--- src/rtl/cdb_arbiter_pkg.sv ---
// Shared types for the CDB result arbiter: condition/exception side result,
// the fixed-width CDB record and the round-robin wrap helper.
package cdb_arbiter_pkg;

    typedef struct packed {
        logic lt;
        logic gt;
        logic eq;
        logic so;
        logic ov;
        logic ca;
    } cond_exception_t;

    typedef struct packed {
        logic [0:4]      rs_id;
        logic [0:4]      reg_addr;
        logic [0:31]     value;
        cond_exception_t cr0_xer;
    } cdb_t;

    // Explicit compare keeps non-power-of-two unit counts correct.
    function automatic int rr_wrap(input int idx, input int n);
        return (idx >= n) ? idx - n : idx;
    endfunction

endpackage

--- src/rtl/cdb_arbiter_if.sv ---
// Result-side bundle: per-unit ready/valid results in, one broadcast CDB slot out.
interface cdb_arbiter_if
    import cdb_arbiter_pkg::*;
#(
    parameter int NUM_UNITS   = 4,
    parameter int RS_ID_WIDTH = 5
);
    localparam int IW = $clog2(NUM_UNITS);

    logic [0:NUM_UNITS-1]                   unit_valid;
    logic [0:NUM_UNITS-1]                   unit_ready;
    logic [0:NUM_UNITS-1][0:RS_ID_WIDTH-1]  unit_rs_id;
    logic [0:NUM_UNITS-1][0:4]              unit_reg_addr;
    logic [0:NUM_UNITS-1][0:31]             unit_result;
    cond_exception_t [0:NUM_UNITS-1]        unit_cr0_xer;

    logic                   cdb_valid;
    logic                   cdb_ready;
    logic [0:RS_ID_WIDTH-1] cdb_rs_id;
    logic [0:4]             cdb_reg_addr;
    logic [0:31]            cdb_value;
    cond_exception_t        cdb_cr0_xer;
    logic [IW-1:0]          cdb_src;

    modport master (
        input  unit_valid, unit_rs_id, unit_reg_addr, unit_result, unit_cr0_xer, cdb_ready,
        output unit_ready, cdb_valid, cdb_rs_id, cdb_reg_addr, cdb_value, cdb_cr0_xer, cdb_src
    );

    modport slave (
        output unit_valid, unit_rs_id, unit_reg_addr, unit_result, unit_cr0_xer, cdb_ready,
        input  unit_ready, cdb_valid, cdb_rs_id, cdb_reg_addr, cdb_value, cdb_cr0_xer, cdb_src
    );

endinterface

--- src/rtl/cdb_arbiter_rr_arbiter.sv ---
// Generic round-robin arbiter: scans from ptr, grants the first requester and
// moves ptr just past the winner only when a grant is taken.
module rr_arbiter
    import cdb_arbiter_pkg::*;
#(
    parameter int N = 4,
    localparam int IW = (N > 1) ? $clog2(N) : 1
) (
    input  logic          clk,
    input  logic          rst,
    input  logic [0:N-1]  i_req,
    input  logic          i_advance,
    output logic [0:N-1]  o_grant,
    output logic [IW-1:0] o_grant_idx,
    output logic          o_grant_vld
);

    logic [IW-1:0] r_ptr;
    logic [IW-1:0] w_scan_idx;
    logic [0:N-1]  w_grant;
    logic [IW-1:0] w_idx;
    logic          w_vld;

    always_comb begin
        w_grant    = '0;
        w_idx      = '0;
        w_vld      = 1'b0;
        w_scan_idx = '0;
        for (int k = 0; k < N; k++) begin
            w_scan_idx = IW'(rr_wrap(int'(r_ptr) + k, N));
            if (!w_vld && i_req[w_scan_idx]) begin
                w_vld               = 1'b1;
                w_idx               = w_scan_idx;
                w_grant[w_scan_idx] = 1'b1;
            end
        end
    end

    always_ff @(posedge clk or posedge rst) begin
        if (rst) begin
            r_ptr <= '0;
        end else if (i_advance && w_vld) begin
            r_ptr <= (w_idx == IW'(N - 1)) ? '0 : w_idx + IW'(1);
        end
    end

    assign o_grant     = w_grant;
    assign o_grant_idx = w_idx;
    assign o_grant_vld = w_vld;

endmodule

--- src/rtl/cdb_arbiter.sv ---
// CDB arbiter: round-robin pick among execution-unit results into a single
// registered broadcast slot that drives every reservation station and commit.
module cdb_arbiter
    import cdb_arbiter_pkg::*;
#(
    parameter int NUM_UNITS   = 4,
    parameter int RS_ID_WIDTH = 5
) (
    input  logic          clk,
    input  logic          rst,
    cdb_arbiter_if.master bus
);

    localparam int IW = $clog2(NUM_UNITS);

    typedef struct packed {
        logic [0:RS_ID_WIDTH-1] rs_id;
        logic [0:4]             reg_addr;
        logic [0:31]            value;
        cond_exception_t        cr0_xer;
    } slot_t;

    logic                 r_vld_p1;
    slot_t                r_slot_p1;
    logic [IW-1:0]        r_src_p1;

    logic                 w_load_en;
    logic [0:NUM_UNITS-1] w_req;
    logic [0:NUM_UNITS-1] w_grant;
    logic [IW-1:0]        w_gidx;
    logic                 w_gvld;
    slot_t                w_sel;

    // Slot may refill when empty or when its current entry is being consumed.
    assign w_load_en = !r_vld_p1 || bus.cdb_ready;
    assign w_req     = bus.unit_valid & {NUM_UNITS{w_load_en}};

    rr_arbiter #(.N(NUM_UNITS)) u_rr (
        .clk         (clk),
        .rst         (rst),
        .i_req       (w_req),
        .i_advance   (w_load_en),
        .o_grant     (w_grant),
        .o_grant_idx (w_gidx),
        .o_grant_vld (w_gvld)
    );

    assign bus.unit_ready = rst ? '0 : w_grant;

    always_comb begin
        w_sel          = '0;
        w_sel.rs_id    = bus.unit_rs_id[w_gidx];
        w_sel.reg_addr = bus.unit_reg_addr[w_gidx];
        w_sel.value    = bus.unit_result[w_gidx];
        w_sel.cr0_xer  = bus.unit_cr0_xer[w_gidx];
    end

    // p1: broadcast slot; data holds on drain, only valid drops.
    always_ff @(posedge clk or posedge rst) begin
        if (rst) begin
            r_vld_p1  <= 1'b0;
            r_slot_p1 <= '0;
            r_src_p1  <= '0;
        end else if (w_load_en) begin
            r_vld_p1 <= w_gvld;
            if (w_gvld) begin
                r_slot_p1 <= w_sel;
                r_src_p1  <= w_gidx;
            end
        end
    end

    assign bus.cdb_valid    = r_vld_p1;
    assign bus.cdb_rs_id    = r_slot_p1.rs_id;
    assign bus.cdb_reg_addr = r_slot_p1.reg_addr;
    assign bus.cdb_value    = r_slot_p1.value;
    assign bus.cdb_cr0_xer  = r_slot_p1.cr0_xer;
    assign bus.cdb_src      = r_src_p1;

endmodule

--- src/flat_wrapper.sv ---
// flat-port wrapper written by rule: the top's interface ports become plain ports
module cdb_arbiter_flat import cdb_arbiter_pkg::*;
#(
    parameter int NUM_UNITS   = 4,
    parameter int RS_ID_WIDTH = 5
)
  (clk, rst, bus_unit_valid, bus_unit_rs_id, bus_unit_reg_addr, bus_unit_result, bus_unit_cr0_xer, bus_cdb_ready, bus_unit_ready, bus_cdb_valid, bus_cdb_rs_id, bus_cdb_reg_addr, bus_cdb_value, bus_cdb_cr0_xer, bus_cdb_src);
  cdb_arbiter_if #(.NUM_UNITS(NUM_UNITS), .RS_ID_WIDTH(RS_ID_WIDTH)) bus_i ();
  input  logic clk;
  input  logic rst;
  input wire logic [$bits(bus_i.unit_valid)-1:0] bus_unit_valid;
  input wire logic [$bits(bus_i.unit_rs_id)-1:0] bus_unit_rs_id;
  input wire logic [$bits(bus_i.unit_reg_addr)-1:0] bus_unit_reg_addr;
  input wire logic [$bits(bus_i.unit_result)-1:0] bus_unit_result;
  input wire logic [$bits(bus_i.unit_cr0_xer)-1:0] bus_unit_cr0_xer;
  input wire logic [$bits(bus_i.cdb_ready)-1:0] bus_cdb_ready;
  output wire logic [$bits(bus_i.unit_ready)-1:0] bus_unit_ready;
  output wire logic [$bits(bus_i.cdb_valid)-1:0] bus_cdb_valid;
  output wire logic [$bits(bus_i.cdb_rs_id)-1:0] bus_cdb_rs_id;
  output wire logic [$bits(bus_i.cdb_reg_addr)-1:0] bus_cdb_reg_addr;
  output wire logic [$bits(bus_i.cdb_value)-1:0] bus_cdb_value;
  output wire logic [$bits(bus_i.cdb_cr0_xer)-1:0] bus_cdb_cr0_xer;
  output wire logic [$bits(bus_i.cdb_src)-1:0] bus_cdb_src;
  assign bus_i.unit_valid = bus_unit_valid;
  assign bus_i.unit_rs_id = bus_unit_rs_id;
  assign bus_i.unit_reg_addr = bus_unit_reg_addr;
  assign bus_i.unit_result = bus_unit_result;
  assign bus_i.unit_cr0_xer = bus_unit_cr0_xer;
  assign bus_i.cdb_ready = bus_cdb_ready;
  assign bus_unit_ready = bus_i.unit_ready;
  assign bus_cdb_valid = bus_i.cdb_valid;
  assign bus_cdb_rs_id = bus_i.cdb_rs_id;
  assign bus_cdb_reg_addr = bus_i.cdb_reg_addr;
  assign bus_cdb_value = bus_i.cdb_value;
  assign bus_cdb_cr0_xer = bus_i.cdb_cr0_xer;
  assign bus_cdb_src = bus_i.cdb_src;
  cdb_arbiter #(.NUM_UNITS(NUM_UNITS), .RS_ID_WIDTH(RS_ID_WIDTH)) u_core (.clk(clk), .rst(rst), .bus(bus_i));
endmodule
--- config.mk ---
export PLATFORM = sky130hd
export DESIGN_NAME = cdb_arbiter_flat
export DESIGN_NICKNAME = d
export VERILOG_FILES = /design/src/rtl/cdb_arbiter_pkg.sv /design/src/rtl/cdb_arbiter_if.sv /design/src/rtl/cdb_arbiter_rr_arbiter.sv /design/src/rtl/cdb_arbiter.sv /design/src/flat_wrapper.sv
export SDC_FILE = /design/constraint.sdc
export NUM_CORES = 1
export LEC_CHECK = 0
export CORE_UTILIZATION = 42
export CTS_CLUSTER_SIZE = 16
export DETAILED_ROUTE_END_ITERATION = 7
export GPL_TIMING_DRIVEN = 0
export PLACE_DENSITY = 0.89
export SYNTH_ARGS = -nofsm -noshare
export SYNTH_HDL_FRONTEND = slang
export SYNTH_SLANG_ARGS = --single-unit
export TNS_END_PERCENT = 20
--- constraint.sdc ---
create_clock -name clk -period 4.2 [get_ports clk]
set_input_delay 0.42 -clock clk [delete_from_list [all_inputs] [get_ports clk]]
set_output_delay 0.42 -clock clk [all_outputs]
set_load 0.1 [all_outputs]
==> results of run 1 <==
state kept, by name (all words and copies together) (netlist names):
register / cells
u_core.bus.cdb_reg_addr: 5
u_core.u_rr.r_ptr: 2
u_core.bus.cdb_cr0_xer: 6
u_core.bus.cdb_valid: 1
u_core.bus.cdb_rs_id: 5
u_core.bus.cdb_value: 32
u_core.bus.cdb_src: 2
layer usage:
metal	GRT usage, %	wire length, um
met5	0	0
met4	10.8	548
met3	4.59	1160
met2	55.4	10000
met1	38.3	8270
logic make-up (layout without fill, tap and decap cells):
group	Yosys count	after routing	share of synthesized area [%]
AO/OA/AOI/OAI	138	138	25.7
adder cells (fa/ha/maj)	8	8	1.96
buffers and inverters	64	323	6.38
flip-flops	53	53	26.0
multiplexers	130	130	27.2
AND/OR/NAND/NOR	146	146	12.8
cells in the mapped netlist (2+ instances only):
cell type / count / area share (%)
a21o_1: 3 / 0.44
a21oi_1: 8 / 0.78
a221o_1: 49 / 9.6
a221oi_1: 5 / 0.86
buf_1: 2 / 0.15
buf_2: 23 / 2.3
buf_6: 3 / 0.66
buf_8: 3 / 0.88
clkbuf_1: 28 / 2.1
dfrtp_1: 53 / 26
ha_1: 8 / 2.0
inv_1: 4 / 0.29
mux2_1: 24 / 5.3
mux2_2: 24 / 5.3
mux2i_1: 80 / 16
mux4_2: 2 / 0.88
nand2_1: 70 / 5.1
nand3_1: 31 / 3.0
nor2_1: 14 / 1.0
nor2b_1: 3 / 0.37
nor3_1: 18 / 1.8
nor3b_1: 4 / 0.59
o21ai_0: 34 / 3.3
o221ai_2: 31 / 9.1
final timing paths:
path	from	endpoint	slack [ps]
min in group asynchronous	rst	u_core.bus.cdb_value[0]$_DFFE_PP0P_	670
worst min-delay path	u_core.bus.cdb_src[0]$_DFFE_PP0P_	u_core.bus.cdb_src[0]$_DFFE_PP0P_	490
worst max register to register	u_core.u_rr.r_ptr[0]$_DFFE_PP0P_	u_core.bus.cdb_value[13]$_DFFE_PP0P_	360
worst min register to register	u_core.bus.cdb_src[0]$_DFFE_PP0P_	u_core.bus.cdb_src[0]$_DFFE_PP0P_	490
worst max-delay path	u_core.u_rr.r_ptr[0]$_DFFE_PP0P_	bus_unit_ready[1]	190
max in group asynchronous	rst	u_core.bus.cdb_rs_id[2]$_DFFE_PP0P_	2970
report_power, final:
group	leakage (nW)	switching, mW	internal [mW]
combinational	2.63	3.64	1.77
clock	0.0767	0.225	0.229
sequential	0.634	0.182	0.775
total	3.35	4.04	2.77
through the flow:
stage / instances / util (%) / setup TNS (ps) / hold slack (ps) / instance area (um2)
6_report: 941 / 68.9 / 0 / 494 / 8000
5_1_grt: 941 / 68.9 / 0 / 516 / 8000
4_1_cts: 941 / 68.7 / 0 / 492 / 7980
3_5_place_dp: 934 / 67.4 / -9990 / 474 / 7830
3_3_place_gp: 933 / 67.2 / -5270 / 463 / 7810
2_1_floorplan: 539 / - / -392 / 671 / 5120
timing repair:
item	CTS	global route
setup endpoints to repair	51	4
resized for setup	27	4
buffers inserted	0	0
area by class of cell:
| class | count | share of cell area [%] |
|---|---|---|
| buffer | 58 | 3.83 |
| clock buffer | 5 | 1.56 |
| clock inverter | 3 | 0.422 |
| inverter | 5 | 0.234 |
| multi-input combinational | 422 | 43.6 |
| sequential | 53 | 16.6 |
| tap | 143 | 2.24 |
| timing repair buffer | 252 | 31.5 |
==> impl_metrics.ini, run 1 <==
[placed_design]
place_hpwl_mm = 15.5
dpl_worst_slack_ps = -1450
io_buffers = 251
globalplace.congestion = 1.02

[sta]
clock.fmax_mhz = 249
min_period_ps = 4010
final.setup_skew_ps = 8.72
setup_violations = 0
slew_headroom_pct = 30.0
min_period_over_period_pct = 95.5
rsz0062_at_grt = no
maxSlewViolCount = 0
hold_viol = 0
setup_slack_ps = 189
worst_slew_pin_slew_ps = 1050

[logic_synthesis]
syn_avg_cell_area_um2 = 9.47
ys_ff_latch = 53
synth_enable_flop_cells = 0
synth_nets = 746
async_reset_ff_share_pct = 100
ys_types = 39
seq_area_frac_synth_pct = 26.0
netlist_area_um2 = 5100
yosysWarnings = 0
syn-instance-count = 539
synth_flop_cell = dfrtp_1

[detailed_routing]
antenna_left = 0
first_iter_violations = 372
drcViolationCount = 6
routed_wl_mm = 20.0
viasPerCell = 6.02
wire_per_inst_um = 21.2
first_pass_iters = 7
vias = 5666

[layout]
num_antenna_cells = 0
final_common_cell = clkdlybuf4s50_1
syn_to_final_growth_pct = 56.9
final_cell_mix = 247 x clkdlybuf4s50_1, 80 x mux2i_1, 70 x nand2_1
fillCellCount = 931
multiInputGateArea_um2 = 3490
regArea_um2 = 1330
fin_nets = 1004
drive_above_1_share_pct = 14.2

[setup_path]
worstPathRequired_ps = 3780
cpLargestDelayFamily = buffers and inverters
worst-path-stages = 10
reg2reg_depth = 12
critPathKind = reg2out
critPathArrivalTime_ps = 3590
worst_setup_path_end_kind = output pin
critPathLaunchType = flop
crit_slowest_cell = mux4_2
max_stage_delay_ps = 600
crit_path_cell_trace = clkbuf_4 > inv_2 > buf_2 > ha_1 > buf_2 > mux4_2 > a2111oi_4 > a221oi_1 > nor2_2 > buf_4
crit_fanout = 16
worst-path-buf-inv = 5
crit_top_cell = buf_2

[power]
powerDensity_nw_per_um2 = 851
ir_drop_v = 0.000574
power_mw = 6.81
power.leakage_nw = 3.35

[hold_path]
hold_class = reg2reg
whs_path_depth = 1

[clock_network]
cts_buffers = 5
h-tree-depth = 2
cts_tree = yes
ctsHoldBuffers = 0
cts-root-buf = clkbuf_16
clkLatencyLatePin_ps = 300
clock-sinks = 53
clock_path_buffers = 2
clk_pin_slew_worst_paths_ps = 80

[global_route]
grt_pass1_wl_mm = 30.8
antenna_found_initial = 0
track_usage_pct = 31.1
grt_start_max_net_pins = 36
grt_pass1_vias = 5845
grt_overflow = 0

[floorplan]
dieArea_um2 = 12600
io_pins = 254
rows = 39
die_w_um = 112
die_h_um = 112
coreArea_um2 = 11600
initial_core_util_pct = 43.9

[status]
violations = DRC
status = finished, violations left

[job]
max-cap-violations = 0
No activity file was read; power rests on OpenSTA's default activity.
==> run 2: changes to the inputs <==
--- a/config.mk
+++ b/config.mk
@@ -9,7 +9,9 @@
 export CTS_CLUSTER_SIZE = 16
 export DETAILED_ROUTE_END_ITERATION = 7
 export GPL_TIMING_DRIVEN = 0
+export HOLD_SLACK_MARGIN = 0.02
 export PLACE_DENSITY = 0.89
+export SKIP_CTS_REPAIR_TIMING = 1
 export SYNTH_ARGS = -nofsm -noshare
 export SYNTH_HDL_FRONTEND = slang
 export SYNTH_SLANG_ARGS = --single-unit
==> run 2 against run 1 <==
Compared with the run above: worst setup slack improved by 25 ps; first-iteration DRC count fell by 0.27%; hold slack barely moved; register-to-register slack improved by 20 ps; largest cell class unchanged; global-route usage barely moved; the flow still finishes with violations (DRC); via count barely moved; count of clock-buffer cells in the layout did not move; final area rose by 0.33%; core utilization rose by 0.23 points; critical path depth rose by 3.
==> impl_metrics.ini, run 2 (synthesized netlist as in run 1, its figures left out) <==
[status]
status = finished, violations left
violations = DRC

[hold_path]
whs_path_depth = 1
hp-start = u_core.bus.cdb_src[0]$_DFFE_PP0P_
worstHoldEndpoint = u_core.bus.cdb_src[0]$_DFFE_PP0P_
hold_class = reg2reg

[floorplan]
coreArea_um2 = 11600
io_pins = 254
die_w_um = 112
dieArea_um2 = 12600
initial_core_util_pct = 43.9
rows = 39
die_h_um = 112

[global_route]
track_usage_pct = 31.1
antenna_found_initial = 0
grt_overflow = 0
grt_pass1_wl_mm = 30.8
grt_start_max_net_pins = 36
grt_pass1_vias = 5858

[setup_path]
critPathArrivalTime_ps = 3570
r2r_setup_slack_ps = 380
worstPathRequired_ps = 3780
r2r-end = u_core.bus.cdb_value[13]$_DFFE_PP0P_
reg2reg_depth = 13
crit_fanout = 13
timing.rr.start = u_core.u_rr.r_ptr[0]$_DFFE_PP0P_
critPathKind = reg2out
worst_setup_path_end_kind = output pin
critPathLaunchType = flop

[clock_network]
h-tree-depth = 2
clkLatencyLatePin_ps = 300
cts_buffers = 5
clock-sinks = 53
cts-root-buf = clkbuf_16
cts_tree = yes
clock_path_buffers = 2
clk_pin_slew_worst_paths_ps = 80

[detailed_routing]
vias = 5669
viasPerCell = 6.02
drcViolationCount = 6
first_iter_violations = 371
first_pass_iters = 7
wire_per_inst_um = 21.2
antenna_left = 0
routed_wl_mm = 20.0

[power]
powerDensity_nw_per_um2 = 852
power.leakage_nw = 3.36
ir_drop_v = 0.000574

[layout]
final_cell_mix = 247 x clkdlybuf4s50_1, 80 x mux2i_1, 70 x nand2_1
largest_reg_flops = 32
finish.utilization_pct = 69.1
fin_nets = 1005
drive_above_1_share_pct = 14.6
layout.cells.non_filler = 942
final_common_cell = clkdlybuf4s50_1
fillCellCount = 929
num_antenna_cells = 0
syn_to_final_growth_pct = 57.4

[placed_design]
io_buffers = 251
place_hpwl_mm = 15.5
globalplace.congestion = 1.02
placedCellCount = 934

[sta]
maxSlewViolCount = 0
slew_headroom_pct = 30.1
min_period_over_period_pct = 94.9
setup_violations = 0
rsz0062_at_grt = no
min_period_ps = 3990
hold_viol = 0
worst_slew_pin_slew_ps = 1050
clock.fmax_mhz = 251
final.setup_skew_ps = 10.4

[job]
max-cap-violations = 0
## run 2: cell types whose count changed in the layout (fill, tap and decap cells not counted), sizes merged
cell and change:
clkbuf +1
## run 2: through the flow
stage | setup TNS (ps) | instance area (um2) | power, mW | setup WS [ps] | hold slack [ps]
after floorplan | -392 | 5120 | 4.94 | -131 | 671
after global placement | -5270 | 7810 | 6.19 | -1260 | 463
after detailed placement | -9990 | 7830 | 6.31 | -1450 | 474
after CTS | -12180 | 7990 | 6.77 | -1800 | 492
after global routing | 0 | 8030 | 7.11 | 23.9 | 516
final | 0 | 8030 | 6.84 | 214 | 494
## run 2: cell type report
class	count	area, um2	area share, %
clock inverter	3	33.8	0.421
clock buffer	5	125	1.56
buffer	59	314	3.91
multi-input combinational	422	3510	43.7
timing repair buffer	252	2520	31.4
tap	143	179	2.23
sequential	53	1330	16.5
inverter	5	18.8	0.234
## run 2: worst max path at each step
stage | slack (ps) | to | from
final | 210 | bus_unit_ready[2] | u_core.u_rr.r_ptr[0]$_DFFE_PP0P_
after global routing | 20 | bus_unit_ready[2] | u_core.u_rr.r_ptr[0]$_DFFE_PP0P_
after CTS | -1800 | bus_unit_ready[0] | u_core.u_rr.r_ptr[0]$_DFFE_PP0P_
after detailed placement | -1450 | bus_unit_ready[0] | u_core.u_rr.r_ptr[0]$_DFFE_PP0P_
after global placement | -1260 | bus_unit_ready[0] | u_core.u_rr.r_ptr[0]$_DFFE_PP0P_
after floorplan | -130 | bus_unit_ready[1] | u_core.u_rr.r_ptr[0]$_DFFE_PP0P_
## run 2: power breakdown
group	switching (mW)	internal (mW)	leakage [nW]	total, mW
Sequential	0.182	0.775	0.634	0.958
Clock	0.224	0.229	0.0767	0.453
Combinational	3.65	1.78	2.65	5.43
## run 2: routing by layer
| layer | wire (um) | global-route usage, % | vias up |
|---|---|---|---|
| met1 | 8130 | 38.3 | 2733 |
| met3 | 1240 | 4.59 | 46 |
| met4 | 558 | 11.0 | 0 |
| li1 | - | - | 2609 |
| met5 | 0 | 0 | - |
| met2 | 10000 | 55.2 | 281 |
## run 2: critical path, stage by stage, from the launching register on
cell      delay, ps
dfrtp_2         460
buf_4           220
inv_2            90
clkbuf_2        210
buf_4           230
ha_1            280
buf_2           180
mux4_2          590
and2_1          250
nand2_1         100
a21oi_1          80
a221oi_2        240
nor2_2           50
clkbuf_4        280
==> run 3: changes to the inputs <==
--- a/config.mk
+++ b/config.mk
@@ -5,13 +5,14 @@
 export SDC_FILE = /design/constraint.sdc
 export NUM_CORES = 1
 export LEC_CHECK = 0
-export CORE_UTILIZATION = 42
+export CORE_UTILIZATION = 40
 export CTS_CLUSTER_SIZE = 16
 export DETAILED_ROUTE_END_ITERATION = 7
 export GPL_TIMING_DRIVEN = 0
 export HOLD_SLACK_MARGIN = 0.02
-export PLACE_DENSITY = 0.89
+export PLACE_DENSITY = 0.86
 export SKIP_CTS_REPAIR_TIMING = 1
+export SLEW_MARGIN = 40
 export SYNTH_ARGS = -nofsm -noshare
 export SYNTH_HDL_FRONTEND = slang
 export SYNTH_SLANG_ARGS = --single-unit
==> run 3 against run 2 <==
Compared with the run above: the flow now finishes without violations; wire length decreased by 0.79%; clock power is 0.9% lower; die area grew 4.9%; count of clock-buffer cells in the layout increased by 1; critical path type unchanged; core utilization is 5.0 points lower; sequential power decreased by 2%.
==> impl_metrics.ini, run 3 (synthesized netlist as in run 1, its figures left out) <==
[setup_path]
critPathLaunchType = flop
critPathArrivalTime_ps = 3560
timing.rr.start = u_core.u_rr.r_ptr[0]$_DFFE_PP0P_
crit_path_cell_trace = buf_4 > inv_2 > clkbuf_2 > clkbuf_4 > ha_1 > buf_2 > mux4_2 > and2_1 > nand2_1 > a21oi_1 > a221oi_2 > nor2_4 > buf_4
reg2reg_depth = 14
startpoint = u_core.u_rr.r_ptr[0]$_DFFE_PP0P_
critPathKind = reg2out
worstPathRequired_ps = 3780
crit_top_cell = buf_4
worst_setup_path_end_kind = output pin
crit_fanout = 13
max_stage_delay_ps = 580
crit_slowest_cell = mux4_2

[detailed_routing]
antenna_left = 0
routed_wl_mm = 19.8
wl_met3_mm = 1.36
vias = 5740
drcViolationCount = 0
wl_met1_mm = 7.83
first_iter_violations = 404
wire_per_inst_um = 20.4
highest-signal-layer = met4
first_pass_iters = 5
dr_wl_met2_mm = 10.1
viasPerCell = 5.92

[layout]
design_area_um2 = 7840
fin_nets = 1008
largest_reg_flops = 32
drive_above_1_share_pct = 21.3
final_common_cell = clkdlybuf4s50_1
final_cell_mix = 196 x clkdlybuf4s50_1, 80 x mux2i_1, 73 x buf_2
finish.utilization_pct = 64.2
syn_to_final_growth_pct = 53.6
num_antenna_cells = 0

[global_route]
grt_start_max_net_pins = 30
antenna_found_initial = 0
grt_overflow = 0
grt_pass1_wl_mm = 30.6
track_usage_pct = 29.7
grt_pass1_vias = 5933

[clock_network]
clock_path_buffers = 2
cts-root-buf = clkbuf_16
clkLatencyLatePin_ps = 300
cts_tree = yes
clk_pin_slew_worst_paths_ps = 70
clock-sinks = 53
h-tree-depth = 2
cts_buffers = 5

[placed_design]
dpl_worst_slack_ps = -574
place_hpwl_mm = 15.3
globalplace.congestion = 0.890
io_buffers = 251
placed_area_um2 = 7590

[sta]
slew_headroom_pct = 47.3
worst_slew_pin_slew_ps = 791
final.setup_skew_ps = 11.9
maxSlewViolCount = 0
min_period_over_period_pct = 94.7
min_period_ps = 3980
setup_slack_ps = 224
hold_viol = 0
clock.fmax_mhz = 252
setup_violations = 0
rsz0062_at_grt = no

[status]
status = complete, no violations

[hold_path]
hold_class = reg2reg
whs_path_depth = 1
hp-start = u_core.bus.cdb_src[0]$_DFFE_PP0P_

[floorplan]
rows = 40
initial_core_util_pct = 41.8
die_h_um = 115
io_pins = 254
dieArea_um2 = 13200
coreArea_um2 = 12200
die_w_um = 115

[job]
max-cap-violations = 0

[power]
powerDensity_nw_per_um2 = 844
ir_drop_v = 0.000552
power.leakage_nw = 3.40
power_mw = 6.62
==> run 3: final timing paths <==
check                                                              end  slack [ps]
worst max-delay path                                 bus_unit_ready[0]         220
worst min-delay path                 u_core.bus.cdb_src[0]$_DFFE_PP0P_         480
worst max register to register    u_core.bus.cdb_value[17]$_DFFE_PP0P_         330
worst min register to register       u_core.bus.cdb_src[0]$_DFFE_PP0P_         480
max in group asynchronous         u_core.bus.cdb_value[25]$_DFFE_PP0P_        3040
min in group asynchronous       u_core.bus.cdb_reg_addr[1]$_DFFE_PP0P_         680
==> run 3: per-layer routing <==
metal	up-vias	GRT usage (%)
li1	2612	-
met1	2778	36.2
met2	309	52.6
met3	41	5.38
met4	0	10.0
met5	-	0
==> run 3: through the flow <==
stage | hold slack [ps] | instances | TNS (ps)
floorplan | 671 | 539 | -392
CTS | 489 | 967 | -9810
global placement | 467 | 958 | -8630
finish | 482 | 970 | 0
detailed placement | 473 | 959 | -7910
global route | 517 | 970 | 0
==> run 3: critical path, delay by kind of cell, from the launching register on <==
| family | cells | cell delay, ps |
|---|---|---|
| AND/OR/NAND/NOR | 3 | 410 |
| flip-flops | 1 | 410 |
| buffers and inverters | 6 | 1180 |
| multiplexers | 1 | 580 |
| adder cells (fa/ha/maj) | 1 | 310 |
| AO/OA/AOI/OAI | 2 | 370 |
==> run 3: power breakdown <==
group	switching (mW)	total (mW)	leakage [nW]	internal (mW)
registers	0.165	0.940	0.634	0.776
clock network	0.211	0.449	0.0768	0.238
logic	3.66	5.23	2.68	1.57
total	4.04	6.62	3.40	2.58
==> run 3: cell type report <==
type / count / area (um2)
Fill cell: 1013 / 4380
Clock buffer: 6 / 139
Sequential cell: 53 / 1330
Clock inverter: 2 / 13.8
Buffer: 59 / 314
Timing Repair Buffer: 255 / 2290
Inverter: 5 / 21.3
Tap cell: 168 / 210
Multi-Input combinational cell: 422 / 3520
